File: src/rtl/vec_mem_pkg.sv
// Shared types and constants for the vector memory-stage sequencer.
package vec_mem_pkg;

  localparam int VMS_N          = 32;
  localparam int VMS_LANES      = 4;
  localparam int VMS_V          = VMS_N * VMS_LANES;
  localparam int LANE_BYTES     = 4;
  localparam int VMS_LANE_CNT_W = $clog2(VMS_LANES);

  localparam logic [31:0] VMS_ADDR_LIMIT = 32'h0004_AFFF;

  typedef enum logic [1:0] {
    IDLE = 2'd0,
    BEAT = 2'd1,
    DONE = 2'd2
  } vms_state_e;

endpackage

File: src/rtl/vms_addr_gen.sv
// Per-beat address: base + lane*LANE_BYTES with natural wrap, then the
// data-memory clamp (anything above ADDR_LIMIT is driven as address 0).
module vms_addr_gen
  import vec_mem_pkg::*;
#(
  parameter int            N          = VMS_N,
  parameter int            LW         = VMS_LANE_CNT_W,
  parameter logic [N-1:0]  ADDR_LIMIT = VMS_ADDR_LIMIT
) (
  input  logic [N-1:0]  base_addr,
  input  logic [LW-1:0] lane,
  output logic [N-1:0]  beat_addr
);

  logic [N-1:0] lane_offset;
  logic [N-1:0] raw_addr;

  assign lane_offset = N'(lane) * N'(LANE_BYTES);
  assign raw_addr    = base_addr + lane_offset;
  assign beat_addr   = (raw_addr > ADDR_LIMIT) ? '0 : raw_addr;

endmodule

File: src/rtl/vec_mem_sequencer.sv
// Memory-stage controller: scalar accesses pass straight through, vector
// accesses are split into LANES consecutive beats while the pipe is stalled.
module vec_mem_sequencer
  import vec_mem_pkg::*;
#(
  parameter int           N          = VMS_N,
  parameter int           V          = VMS_V,
  parameter int           LANES      = VMS_LANES,
  parameter logic [N-1:0] ADDR_LIMIT = VMS_ADDR_LIMIT
) (
  input  logic         clk,
  input  logic         rst,
  input  logic         req_valid,
  input  logic         req_write,
  input  logic         req_vector,
  input  logic [N-1:0] req_addr,
  input  logic [V-1:0] req_wdata,
  input  logic         mem_ready,
  input  logic [N-1:0] mem_rdata,
  output logic [N-1:0] mem_addr,
  output logic [N-1:0] mem_wdata,
  output logic         mem_we,
  output logic [V-1:0] rsp_rdata,
  output logic         stall,
  output logic         busy
);

  localparam int            LW        = (LANES > 1) ? $clog2(LANES) : 1;
  localparam logic [LW-1:0] LAST_LANE = LW'(LANES - 1);

  vms_state_e    state_q, state_d;
  logic [LW-1:0] cnt_q, cnt_d;
  logic [V-1:0]  lane_buf_q, lane_buf_d;

  logic [LW-1:0] lane_idx;
  logic [N-1:0]  beat_addr;
  logic [N-1:0]  beat_wdata;
  logic          capture;

  // Lane 0 is issued from IDLE, so the counter only steers the mux in BEAT.
  assign lane_idx   = (state_q == BEAT) ? cnt_q : '0;
  assign beat_wdata = req_wdata[N*int'(lane_idx) +: N];

  vms_addr_gen #(
    .N          (N),
    .LW         (LW),
    .ADDR_LIMIT (ADDR_LIMIT)
  ) u_addr_gen (
    .base_addr (req_addr),
    .lane      (lane_idx),
    .beat_addr (beat_addr)
  );

  always_comb begin
    state_d    = state_q;
    cnt_d      = cnt_q;
    lane_buf_d = lane_buf_q;
    capture    = 1'b0;
    case (state_q)
      IDLE: begin
        if (req_valid && req_vector && mem_ready) begin
          capture = 1'b1;
          if (LAST_LANE == '0) begin
            state_d = DONE;
            cnt_d   = '0;
          end else begin
            state_d = BEAT;
            cnt_d   = LW'(1);
          end
        end
      end
      BEAT: begin
        if (mem_ready) begin
          capture = 1'b1;
          if (cnt_q == LAST_LANE) begin
            state_d = DONE;
            cnt_d   = '0;
          end else begin
            cnt_d = cnt_q + 1'b1;
          end
        end
      end
      DONE: begin
        // The request is still on the inputs here; it must not restart.
        state_d = IDLE;
      end
      default: begin
        state_d = IDLE;
        cnt_d   = '0;
      end
    endcase
    if (capture) begin
      lane_buf_d[N*int'(lane_idx) +: N] = mem_rdata;
    end
  end

  // Outputs are combinational on state and request; reset forces them quiet.
  always_comb begin
    mem_addr  = '0;
    mem_wdata = '0;
    mem_we    = 1'b0;
    stall     = 1'b0;
    busy      = 1'b0;
    rsp_rdata = '0;
    if (!rst) begin
      busy = (state_q != IDLE);
      case (state_q)
        IDLE: begin
          if (req_valid) begin
            mem_addr  = beat_addr;
            mem_wdata = beat_wdata;
            mem_we    = req_write & mem_ready;
            if (req_vector) begin
              stall = 1'b1;
            end else begin
              stall     = ~mem_ready;
              rsp_rdata = V'(mem_rdata);
            end
          end
        end
        BEAT: begin
          mem_addr  = beat_addr;
          mem_wdata = beat_wdata;
          mem_we    = req_write & mem_ready;
          stall     = 1'b1;
          rsp_rdata = lane_buf_q;
        end
        DONE: begin
          rsp_rdata = lane_buf_q;
        end
        default: begin
          rsp_rdata = '0;
        end
      endcase
    end
  end

  always_ff @(posedge clk or posedge rst) begin
    if (rst) begin
      state_q    <= IDLE;
      cnt_q      <= '0;
      lane_buf_q <= '0;
    end else begin
      state_q    <= state_d;
      cnt_q      <= cnt_d;
      lane_buf_q <= lane_buf_d;
    end
  end

endmodule

File: config.mk
export PLATFORM = sky130hd
export DESIGN_NAME = vec_mem_sequencer
export DESIGN_NICKNAME = d
export VERILOG_FILES = /design/src/rtl/vec_mem_pkg.sv /design/src/rtl/vms_addr_gen.sv /design/src/rtl/vec_mem_sequencer.sv
export SDC_FILE = /design/constraint.sdc
export NUM_CORES = 1
export LEC_CHECK = 0
export BUFFER_PORTS_ARGS = -buffer_cell sky130_fd_sc_hd__clkbuf_2
export CORE_MARGIN = 3
export CORE_UTILIZATION = 40
export DETAILED_ROUTE_END_ITERATION = 12
export GPL_TIMING_DRIVEN = 0
export PLACE_DENSITY = 0.77
export SLEW_MARGIN = 10
export SYNTH_ARGS = -nofsm -noshare
export SYNTH_HDL_FRONTEND = slang
export SYNTH_SLANG_ARGS = --single-unit
File: constraint.sdc
create_clock -name clk -period 6.9 [get_ports clk]
set_input_delay 1.035 -clock clk [delete_from_list [all_inputs] [get_ports clk]]
set_output_delay 1.035 -clock clk [all_outputs]
set_load 0.005 [all_outputs]
Word level (Yosys, flattened, before mapping)
Index checks and enable logic that the tools add are counted.
{"block": "word_totals", "inputBits": 198, "elab_cells": 57, "memories": 0, "mem_bits_ro": 0, "mem_bits_rw": 0, "output_inout_bits": 195, "latchBits": 0, "ff_bits": 132}
{"block": "op_classes", "n_bitwise": 3, "addsub": 3, "n_mul": 0, "shift": 3, "div": 0, "n_reduce_logical": 7, "n_lt_le_gt_ge": 1, "eq_ne": 6, "n_mux": 31}
{"operator": "$pmux 128 s2", "count": 1}
{"operator": "$mux 32", "count": 7}
{"operator": "$bwmux 128", "count": 1}
{"operator": "$mux 128", "count": 1}
{"operator": "$pmux 32 s2", "count": 2}
{"operator": "$shift 32x33->128 const A", "count": 1}
{"operator": "$shiftx 128x8->32", "count": 1}
{"operator": "$shiftx 32x33->128", "count": 1}
{"operator": "$neg 7->33", "count": 1}
{"operator": "$add 32x4->32", "count": 1}
{"operator": "$gt 32x19->1 const B", "count": 1}
{"operator": "$mux 2", "count": 6}
{"operator": "$mux 1", "count": 8}
{"operator": "$pmux 1 s2", "count": 3}
{"operator": "$pmux 2 s3", "count": 1}
{"operator": "$reduce_and 3->1", "count": 2}
{"operator": "$eq 2x2->1 const B", "count": 2}
{"operator": "$ne 2x2->1 const B", "count": 2}
{"operator": "$pmux 2 s2", "count": 1}
{"operator": "$add 2x1->2 const B", "count": 1}
{"operator": "$eq 2x1->1 const B", "count": 1}
{"operator": "$logic_and 1x1->1", "count": 2}
{"operator": "$logic_not 2->1", "count": 1}
{"operator": "$ne 2x1->1 const B", "count": 1}
{"operator": "4 further kinds", "count": 5}

Logic depth before layout (Yosys ltp)
Gate-level depths: netlist of the first run.
{"block": "logic_depth", "word_depth": 8, "ltp_mapped": 16, "depth_no_buf": 13}

Cells and area by module
Synthesis of the first run repeated with hierarchy kept, for this count alone.
{"block": "unflattened", "cells_unflattened": 846, "area_unflattened_um2": 8516.9}
{"mod": "vec_mem_sequencer", "seq_area_each_um2": 3303.2, "cells_per_inst": 680, "n_inst": 1, "area_each_um2": 7310.8}
{"mod": "vms_addr_gen", "seq_area_each_um2": 0.0, "cells_per_inst": 166, "n_inst": 1, "area_each_um2": 1206.2}

Least setup slack after synthesis of the first run
No wires, ideal clock.
{"block": "synth_path", "path_kind": "input to output", "start": "in rst", "end": "out mem_addr[13]", "arrival_ns": 5.677, "slack_ns": 0.188, "required_time_ns": 5.865, "n_path_buf": 1, "cell_stages": 6, "cell_sequence": "inv_1 > nand2_1 > a2111oi_4 > nand4_4 > buf_6 > nor3_2"}
{"block": "synth_via", "elab_chain_len": 1}
{"element": "from (decl)", "line_no": "vec_mem_sequencer.sv:12", "text": "input logic rst,"}
{"element": "$mux 32", "line_no": "vec_mem_sequencer.sv:105", "text": "if (!rst) begin"}
{"element": "to (decl)", "line_no": "vec_mem_sequencer.sv:20", "text": "output logic [N-1:0] mem_addr,"}
Every way passes these cells.

Final worst setup path of the first run
{"block": "layout_path", "start": "reg state_q[1]", "end": "out mem_addr[13]"}
{"block": "layout_via", "elab_chain_len": 8, "elab_cells_between_ends": 9, "cone_classes": "add/sub (1); order compare (1); eq/ne (1); mux (5); reduce/logical (1)"}
{"element": "from (decl)", "line_no": "vec_mem_sequencer.sv:31", "text": "vms_state_e state_q, state_d;"}
{"element": "from (signal assigned)", "line_no": "vec_mem_sequencer.sv:144", "text": "state_q <= state_d;"}
{"element": "$eq 2x1->1", "line_no": "vec_mem_sequencer.sv:41, vec_mem_sequencer.sv:107"}
{"element": "$mux 2", "line_no": "vec_mem_sequencer.sv:41", "text": "assign lane_idx = (state_q == BEAT) ? cnt_q : '0;"}
{"element": "$add 32x4->32", "line_no": "vms_addr_gen.sv:19", "text": "assign raw_addr = base_addr + lane_offset;"}
{"element": "$gt 32x19->1", "line_no": "vms_addr_gen.sv:20", "text": "assign beat_addr = (raw_addr > ADDR_LIMIT) ? '0 : raw_addr;"}
{"element": "$mux 32", "line_no": "vms_addr_gen.sv:20"}
{"element": "$mux 32", "line_no": "vec_mem_sequencer.sv:109", "text": "if (req_valid) begin"}
{"element": "$pmux 32 s2 *", "line_no": "vec_mem_sequencer.sv:107", "text": "case (state_q)"}
{"element": "$mux 32 *", "line_no": "vec_mem_sequencer.sv:105"}
Mark *: on every way between the ends. The rest lies on a longest branch, timed or not.

==> results.yml, run 1 <==
run_status:
  status: "finished clean"
critical_path:
  arrival_ns: 4.58
  cp.depth: 16
  cp_common_cell: "ha_1"
  crit_buf_inv: 5
  crit_family: "simple AND/OR/NAND/NOR gates"
  crit_slowest_cell: "or3_1"
  cp_max_fo: 10
  endpoint_kind: "primary output"
  start_kind: "register"
  cpPeakStageDelay_ns: 0.42
  cp_data_required_time_ns: 5.86
  critPathKind: "reg2out"
  ff2ff_path_depth: 9
  path_cells: "inv_1 > ha_1 > nand2_1 > inv_1 > ha_1 > ha_1 > a31oi_1 > or3_1 > buf_6 > nor3_1 > a31oi_1 > a2111oi_4 > nand4_4 > buf_6 > nor3_2 > clkbuf_2"
cts:
  numCtsBuffers: 17
  numClockSinks: 132
  htree_levels: 4
  cts_setup_buffers: 0
  clkTransAtPathRegs_ns: 0.06
  insertion_delay_ns: 0.42
  hold_buffers: 0
  cts_buffer_depth: 2
  cts_root_buffer: "clkbuf_16"
  cts_resized: 0
  cts_tree: "done"
global_routing:
  overflow: 0
  grt_pass1_vias: 9187
  grt_max_degree: 89
  grt_antenna_before_repair: 0
  grt_pass1_wl_um: 52200
  track_usage_pct: 27.9
yosys:
  syn_inst: 1067
  ys_seq_area_share_pct: 38.8
  async_flop_share_pct: 100
  synth_cell_types: 44
  yosys-top-cells-count: "nand2_1, o21ai_0, dfrtp_1"
  ys_ff_latch: 132
  yosys-top-cells-area: "dfrtp_1, nand2_1, o21ai_0"
  synthMostInstantiatedCell: "nand2_1"
  synth-main-ff-cell: "dfrtp_1"
  netlist.area_leader.share_pct: 38.8
  syn_area_mm2: 0.00852
  synth_edf_count: 0
  yosysTopAreaCell: "dfrtp_1"
  ys_warn_count: 0
  syn_area_per_cell_um2: 7.99
power:
  total_power_mw: 3.26
  leakage_nw: 5.67
  cellPowerDensity_mw_per_mm2: 286
  peakVddDrop_uv: 217
place:
  place_inst: 1725
  gp_congestion: 0.952
  placed_area_mm2: 0.0108
  io_buffers: 375
  hpwl_um: 25800
  dp_worst_setup_slack_ns: 1.74
floorplan:
  dieWidth_um: 152
  io_pins: 393
  die_area_mm2: 0.0231
  core_area_mm2: 0.0206
  die_h_um: 152
  rows: 52
  start_util_pct: 41.4
timing:
  rsz0062_at_grt: "no"
  layout_setup_ws_ns: 1.28
  period_needed_ns: 5.62
  finalHoldViolations: 0
  fin_crit_sh_pct: 81.4
  drv_slew: 0
  tightest_slew_ns: 1.16
  fin_hold_ws_ns: 0.470
  setup_viol: 0
  fin_setup_tns_ns: 0
  skew_ns: 0.00566
  slew_headroom_pct: 22.2
  clock.fmax_ghz: 0.178
hold_path:
  whs_path_depth: 2
  hold_class: "reg2reg"
layout:
  fin_nets: 1683
  stdcell_count: 1757
  multi_input_area_mm2: 0.00478
  final-seq-area_mm2: 0.00330
  antenna-diode-count: 0
  drive_gt1_share_pct: 29.7
  fin_util_pct: 55.5
  final_area_mm2: 0.0114
  area_growth_pct: 33.9
  fill_cells: 1943
detailed_routing:
  drt-initial-drc-count: 751
  via_per_inst: 5.44
  drt-wirelength-per-cell_um: 19.0
  ant_nets: 0
  vias: 9559
  wl_um: 33300
  dr.pass1.iters: 6
  post-route-drc-count: 0
run:
  cap_violations: 0
## layer usage
metal / vias to the layer above / track usage (%) / part of all wire [%]
met3: 51 / 6.71 / 9.2
met2: 507 / 45.9 / 48
met1: 4531 / 37.2 / 41
li1: 4470 / - / -
met5: - / 0 / 0
met4: 0 / 7.28 / 1.9
## path summary, 6_finish.rpt
check | end | startpoint | slack (ns)
worst max-delay path | mem_addr[13] | state_q[1] | 1.28
worst min-delay path | lane_buf_q[112] | lane_buf_q[112] | 0.47
worst max register to register | lane_buf_q[101] | state_q[1] | 3.37
worst min register to register | lane_buf_q[112] | lane_buf_q[112] | 0.47
max in group asynchronous | lane_buf_q[114] | rst | 5.47
min in group asynchronous | state_q[0] | rst | 0.66
## power breakdown
group          internal (mW)  switching (mW)
logic                  0.477           0.913
clock network          0.577           0.350
registers              0.882          0.0616
total                   1.93            1.32
## area by class of cell
class	count	share of cell area [%]
sequential	132	28.9
clock inverter	13	1.38
tap	270	2.96
clock buffer	19	3.88
buffer	101	3.90
timing repair buffer	376	16.7
multi-input combinational	837	41.9
inverter	9	0.340
## flip-flops by register name, indices dropped and copies added (netlist names)
signal      flops
lane_buf_q    128
cnt_q           2
state_q         2
## cell usage in the layout, fill, tap and decap left out, drive strengths merged, types with 4 or more instances in the layout
master	synthesis	routed
xnor2	11	11
clkbuf	83	477
conb	1	13
a21oi	4	4
dfrtp	132	132
a22o	32	32
and3	35	35
nand2	279	279
and2	100	100
nand4	9	9
or3	4	4
inv	9	10
o21ai	137	137
nand3	14	14
a22oi	4	4
a211oi	64	64
nor3	20	20
a31oi	4	4
buf	18	19
mux2i	35	35
ha	11	11
nor2	22	22
clkinv	0	8
xor2	7	7
nor3b	10	10
## worst reg2reg max path: stages, from the launching register on
cell      delay (ns)
dfrtp_1         0.39
inv_1           0.12
ha_1            0.32
nand2_1         0.37
clkbuf_1        0.39
ha_1            0.33
nor3b_1         0.72
clkbuf_1        0.54
nand2_1         0.10
o21ai_0         0.17
## cell families (layout without fill, tap and decap cells)
family | Yosys count | count (layout) | share of synthesized area, %
AOI/OAI and AO/OA | 255 | 255 | 19.1
xor gates and xnor gates | 18 | 18 | 1.85
adders and majority gates | 11 | 11 | 1.62
buffers and inverters | 110 | 518 | 5.62
DFF | 132 | 132 | 38.8
muxes | 35 | 35 | 4.11
other | 1 | 13 | 0.0440
and+or+nand+nor | 505 | 505 | 28.9
No activity file was read; power rests on OpenSTA's default activity.
==> run 2, diff against run 1 <==
Settings changed: PLACE_DENSITY 0.77 to 0.74.
Clock period 6.9 ns to 5.5 ns, I/O delays scaled along.
==> run 2 against run 1 <==
Global-route usage shrank 0.68 points. Register-to-register slack lost 1.1 ns. Combinational power grew 25%.
==> results.yml, run 2 (same netlist as run 1, synthesis figures left out) <==
place:
  dp_worst_setup_slack_ns: 0.580
  hpwl_um: 25800
  io_buffers: 375
  place_inst: 1727
  gp_congestion: 0.908
timing:
  drv_slew: 0
  layout_setup_ws_ns: 0.405
  slew_headroom_pct: 15.9
  tightest_slew_ns: 1.25
  rsz0062_at_grt: "no"
  skew_ns: 0.00730
  period_needed_ns: 5.10
  setup_viol: 0
  fin_setup_tns_ns: 0
  fin_crit_sh_pct: 92.6
  finalHoldViolations: 0
  clock.fmax_ghz: 0.196
layout:
  largest_reg_flops: 128
  stdcell_count: 1760
  fill_cells: 2018
  final-seq-area_mm2: 0.00330
  final_common_cell: "clkbuf_2"
  area_growth_pct: 34.7
  largest-register: "lane_buf_q"
  final_cell_mix: "clkbuf_2, nand2_1, o21ai_0, dfrtp_1, and2_1"
  reg_top3: "lane_buf_q (128), cnt_q (2), state_q (2)"
  drive_gt1_share_pct: 29.8
  fin_nets: 1685
  fin_util_pct: 55.8
  multi_input_area_mm2: 0.00479
critical_path:
  ff2ff_path_depth: 9
  crit_end: "mem_addr[14]"
  start_kind: "register"
  cp_data_required_time_ns: 4.68
  critPathKind: "reg2out"
  ff2ff_setup_slack_ns: 2.31
  r2r_end: "lane_buf_q[35]"
  cp_max_fo: 10
  arrival_ns: 4.27
  endpoint_kind: "primary output"
  r2r-start: "state_q[1]"
  cp-startpoint: "state_q[1]"
cts:
  insertion_delay_ns: 0.42
  cts_tree: "done"
  cts_buffer_depth: 2
  clkTransAtPathRegs_ns: 0.06
  numCtsBuffers: 17
  numClockSinks: 132
  cts_resized: 0
  htree_levels: 4
  hold_buffers: 0
  cts_setup_buffers: 0
  cts_root_buffer: "clkbuf_16"
global_routing:
  overflow: 0
  grt_max_degree: 38
  grt_pass1_wl_um: 51000
  grt_antenna_before_repair: 2
  grt_pass1_vias: 8971
  track_usage_pct: 27.3
power:
  peakVddDrop_uv: 244
  cellPowerDensity_mw_per_mm2: 360
  leakage_nw: 5.69
floorplan:
  rows: 52
  die_h_um: 152
  core_area_mm2: 0.0206
  die_area_mm2: 0.0231
  start_util_pct: 41.4
  dieWidth_um: 152
  io_pins: 393
detailed_routing:
  post-route-drc-count: 0
  vias: 9400
  via_per_inst: 5.34
  drt-wirelength-per-cell_um: 18.6
  ant_nets: 0
  wl_um: 32700
  dr.pass1.iters: 5
  drt-initial-drc-count: 736
run:
  cap_violations: 0
hold_path:
  hold_class: "reg2reg"
run_status:
  status: "finished clean"
## run 2: cell types whose count changed in the layout (fill, tap and decap cells not counted), sizes merged
cell | previous run | this run
diode | 0 | 1
bufinv | 3 | 4
clkbuf | 477 | 481
buf | 19 | 21
clkinvlp | 1 | 3
clkinv | 8 | 3
inv | 10 | 8
## run 2: layer usage
layer | wire length [um] | up-vias | GRT usage (%) | share of wire [%]
li1 | - | 4475 | - | -
met1 | 14400 | 4507 | 38.0 | 44
met2 | 15300 | 377 | 43.5 | 47
met3 | 2510 | 39 | 6.11 | 7.7
met4 | 495 | 2 | 6.38 | 1.5
met5 | 20 | - | 0 | 0.061
## run 2: worst min-delay path by stage
stage / slack (ns) / to / cells after the start / from
3_3_place_gp: 0.45 / lane_buf_q[78] / 2 / lane_buf_q[78]
2_1_floorplan: 0.44 / lane_buf_q[100] / 2 / lane_buf_q[100]
5_1_grt: 0.49 / lane_buf_q[74] / 2 / lane_buf_q[74]
4_1_cts: 0.47 / lane_buf_q[113] / 2 / lane_buf_q[113]
3_5_place_dp: 0.46 / lane_buf_q[32] / 2 / lane_buf_q[32]
6_report: 0.47 / lane_buf_q[45] / 2 / lane_buf_q[45]
## run 2: per-stage QoR
stage               area, um^2  power (mW)  hold WS, ns
floorplan                 8570        2.24        0.442
CTS                      11500        4.12        0.474
finish                   11500        4.13        0.469
global route             11500        4.38        0.491
detailed placement       10800        2.91        0.462
global placement         10800        2.87        0.453
## run 2: worst max-delay path, stage by stage (launching register included)
cell and delay [ns]:
dfrtp_1 0.40, inv_1 0.12, ha_2 0.26, nand2_2 0.19, inv_1 0.19, ha_1 0.21
ha_1 0.18, a31oi_1 0.08, or3_1 0.41, buf_6 0.15, nor3_1 0.19, a31oi_1 0.16
a2111oi_4 0.42, nand4_4 0.25, buf_6 0.23, nor3_2 0.24, clkbuf_2 0.15
## run 2: final cells by class
class / instances / area share (%)
clock buffer: 23 / 4.16
buffer: 101 / 3.88
clock inverter: 9 / 1.31
timing repair buffer: 378 / 16.9
antenna: 1 / 0.0218
tap: 270 / 2.94
sequential: 132 / 28.8
inverter: 9 / 0.327
multi-input combinational: 837 / 41.7
## run 2: where the power goes
part | internal (mW) | switching [mW] | total (mW)
logic | 0.601 | 1.14 | 1.74
clock network | 0.792 | 0.418 | 1.21
registers | 1.11 | 0.0766 | 1.18
total | 2.50 | 1.63 | 4.13
==> run 3, diff against run 2 <==
Settings changed: PLACE_DENSITY 0.74 to 0.77.
Clock period 5.5 ns to 4.15 ns, I/O delays scaled along.
==> run 3 against run 2 <==
The flow now finishes with violations (setup timing). Clock power up 24%. Wire length up 4.8%. Non-clock buffer count up 22. Global-route usage up 1.4 points. Combinational power up 41%. Clock-buffer cell count up 1. Power up 34%.
==> results.yml, run 3 (same netlist as run 1, synthesis figures left out) <==
run_status:
  status: "finished, violations left"
  violations: "setup timing"
detailed_routing:
  dr.pass1.iters: 5
  ant_nets: 0
  drt-initial-drc-count: 814
  drt-wirelength-per-cell_um: 19.2
  post-route-drc-count: 0
  wl_um: 34300
  via_per_inst: 5.41
  vias: 9648
timing:
  fin_crit_sh_pct: 101
  layout_setup_ws_ns: -0.0497
  finalHoldViolations: 0
  setup_viol: 12
  rsz0062_at_grt: "yes"
  drv_slew: 0
  tightest_slew_ns: 1.02
  clock.fmax_ghz: 0.238
  slew_headroom_pct: 31.1
  skew_ns: 0.00720
  period_needed_ns: 4.20
critical_path:
  ff2ff_path_depth: 13
  start_kind: "register"
  cp_max_fo: 7
  r2r_end: "lane_buf_q[81]"
  ff2ff_setup_slack_ns: 0.90
  path_cells: "inv_2 > ha_4 > buf_6 > nand2_4 > xnor2_2 > ha_2 > a31oi_4 > or3_1 > buf_6 > nor3_4 > a31oi_4 > a2111oi_4 > buf_4 > nand4_2 > nor3_1 > clkbuf_2"
  arrival_ns: 3.58
  crit_family: "simple AND/OR/NAND/NOR gates"
  cp.depth: 16
  crit_buf_inv: 5
  endpoint_kind: "primary output"
  cpPeakStageDelay_ns: 0.39
  crit_slowest_cell: "dfrtp_1"
  critPathKind: "reg2out"
  cp-startpoint: "state_q[1]"
  r2r-start: "state_q[1]"
  cp_data_required_time_ns: 3.53
layout:
  reg_top3: "lane_buf_q (128), cnt_q (2), state_q (2)"
  largest-register: "lane_buf_q"
  area_growth_pct: 39.7
  stdcell_count: 1783
  fin_nets: 1708
  largest_reg_flops: 128
  drive_gt1_share_pct: 32.3
  final_cell_mix: "clkbuf_2, nand2_1, o21ai_0, dfrtp_1, and2_1"
  final_common_cell: "clkbuf_2"
cts:
  insertion_delay_ns: 0.42
  numClockSinks: 132
  cts_root_buffer: "clkbuf_16"
  cts_buffer_depth: 2
  clkTransAtPathRegs_ns: 0.06
  htree_levels: 4
  numCtsBuffers: 17
  cts_tree: "done"
floorplan:
  rows: 52
  core_area_mm2: 0.0206
  die_area_mm2: 0.0231
  start_util_pct: 41.4
  io_pins: 393
  die_h_um: 152
  dieWidth_um: 152
place:
  place_inst: 1728
  io_buffers: 375
  hpwl_um: 26000
  gp_congestion: 0.905
  dp_worst_setup_slack_ns: -0.609
global_routing:
  track_usage_pct: 28.7
  grt_pass1_wl_um: 53200
  grt_max_degree: 39
  grt_antenna_before_repair: 1
  grt_pass1_vias: 9351
  overflow: 0
power:
  leakage_nw: 5.90
  peakVddDrop_uv: 326
  cellPowerDensity_mw_per_mm2: 464
run:
  cap_violations: 0
hold_path:
  hold_class: "in2async"
[run 3: worst max-delay path by stage]
stage                          to  slack, ns
floorplan            mem_addr[13]       -0.1
global placement    mem_wdata[24]      -1.96
detailed placement    mem_addr[1]      -0.61
CTS                   mem_addr[1]      -0.02
global route         mem_addr[10]      -0.21
finish                mem_addr[4]      -0.05
[run 3: routing by layer]
| layer | vias up | share of wire (%) | track usage [%] |
|---|---|---|---|
| met5 | - | 0 | 0 |
| met4 | 0 | 1.7 | 6.81 |
| li1 | 4527 | - | - |
| met2 | 460 | 47 | 45.8 |
| met1 | 4616 | 42 | 39.6 |
| met3 | 45 | 8.8 | 6.85 |
[run 3: timing repair]
item / CTS / global route
cloned: 2 / 0
resized for setup: 39 / 31
setup buffers: 16 / 5
pin swaps: 14 / 9
setup endpoints to repair: 19 / 20
hold buffers: 0 / 0
[run 3: power by group]
part           internal, mW  switching [mW]  total [mW]
Clock                 0.945           0.553        1.50
Sequential             1.47           0.115        1.58
Combinational         0.878            1.57        2.45
Total                  3.29            2.24        5.53
[run 3: layout make-up]
class,instances,area [um^2]
clock buffer,24,492
antenna,1,2.50
tap,270,338
buffer,100,467
sequential,132,3300
timing repair buffer,401,2160
fill,1958,8650
inverter,9,42.5
clock inverter,8,98.8
multi-input combinational,838,5000
[run 3: worst reg2reg max path, stage by stage, from the launching register on]
cell and delay (ns):
dfrtp_1 0.39, inv_2 0.09, ha_4 0.19, buf_6 0.12
nand2_4 0.05, buf_4 0.16, inv_1 0.14, clkbuf_1 0.45
clkbuf_1 0.52, ha_1 0.24, nand2_1 0.23, clkbuf_1 0.31
nand2_1 0.13, o21ai_0 0.10
[run 3: stage by stage]
step	power (mW)	util [%]	hold WS [ns]	instance area, um^2	setup TNS, ns
after CTS	5.48	57.3	0.128	11800	-0.0395
final	5.53	57.9	0.142	11900	-0.303
after floorplan	2.96	-	0.442	8570	-3.01
after global placement	3.81	52.5	0.454	10800	-92.27
after global routing	5.86	57.9	0.151	11900	-3.06
after detailed placement	3.87	52.9	0.462	10900	-9.89
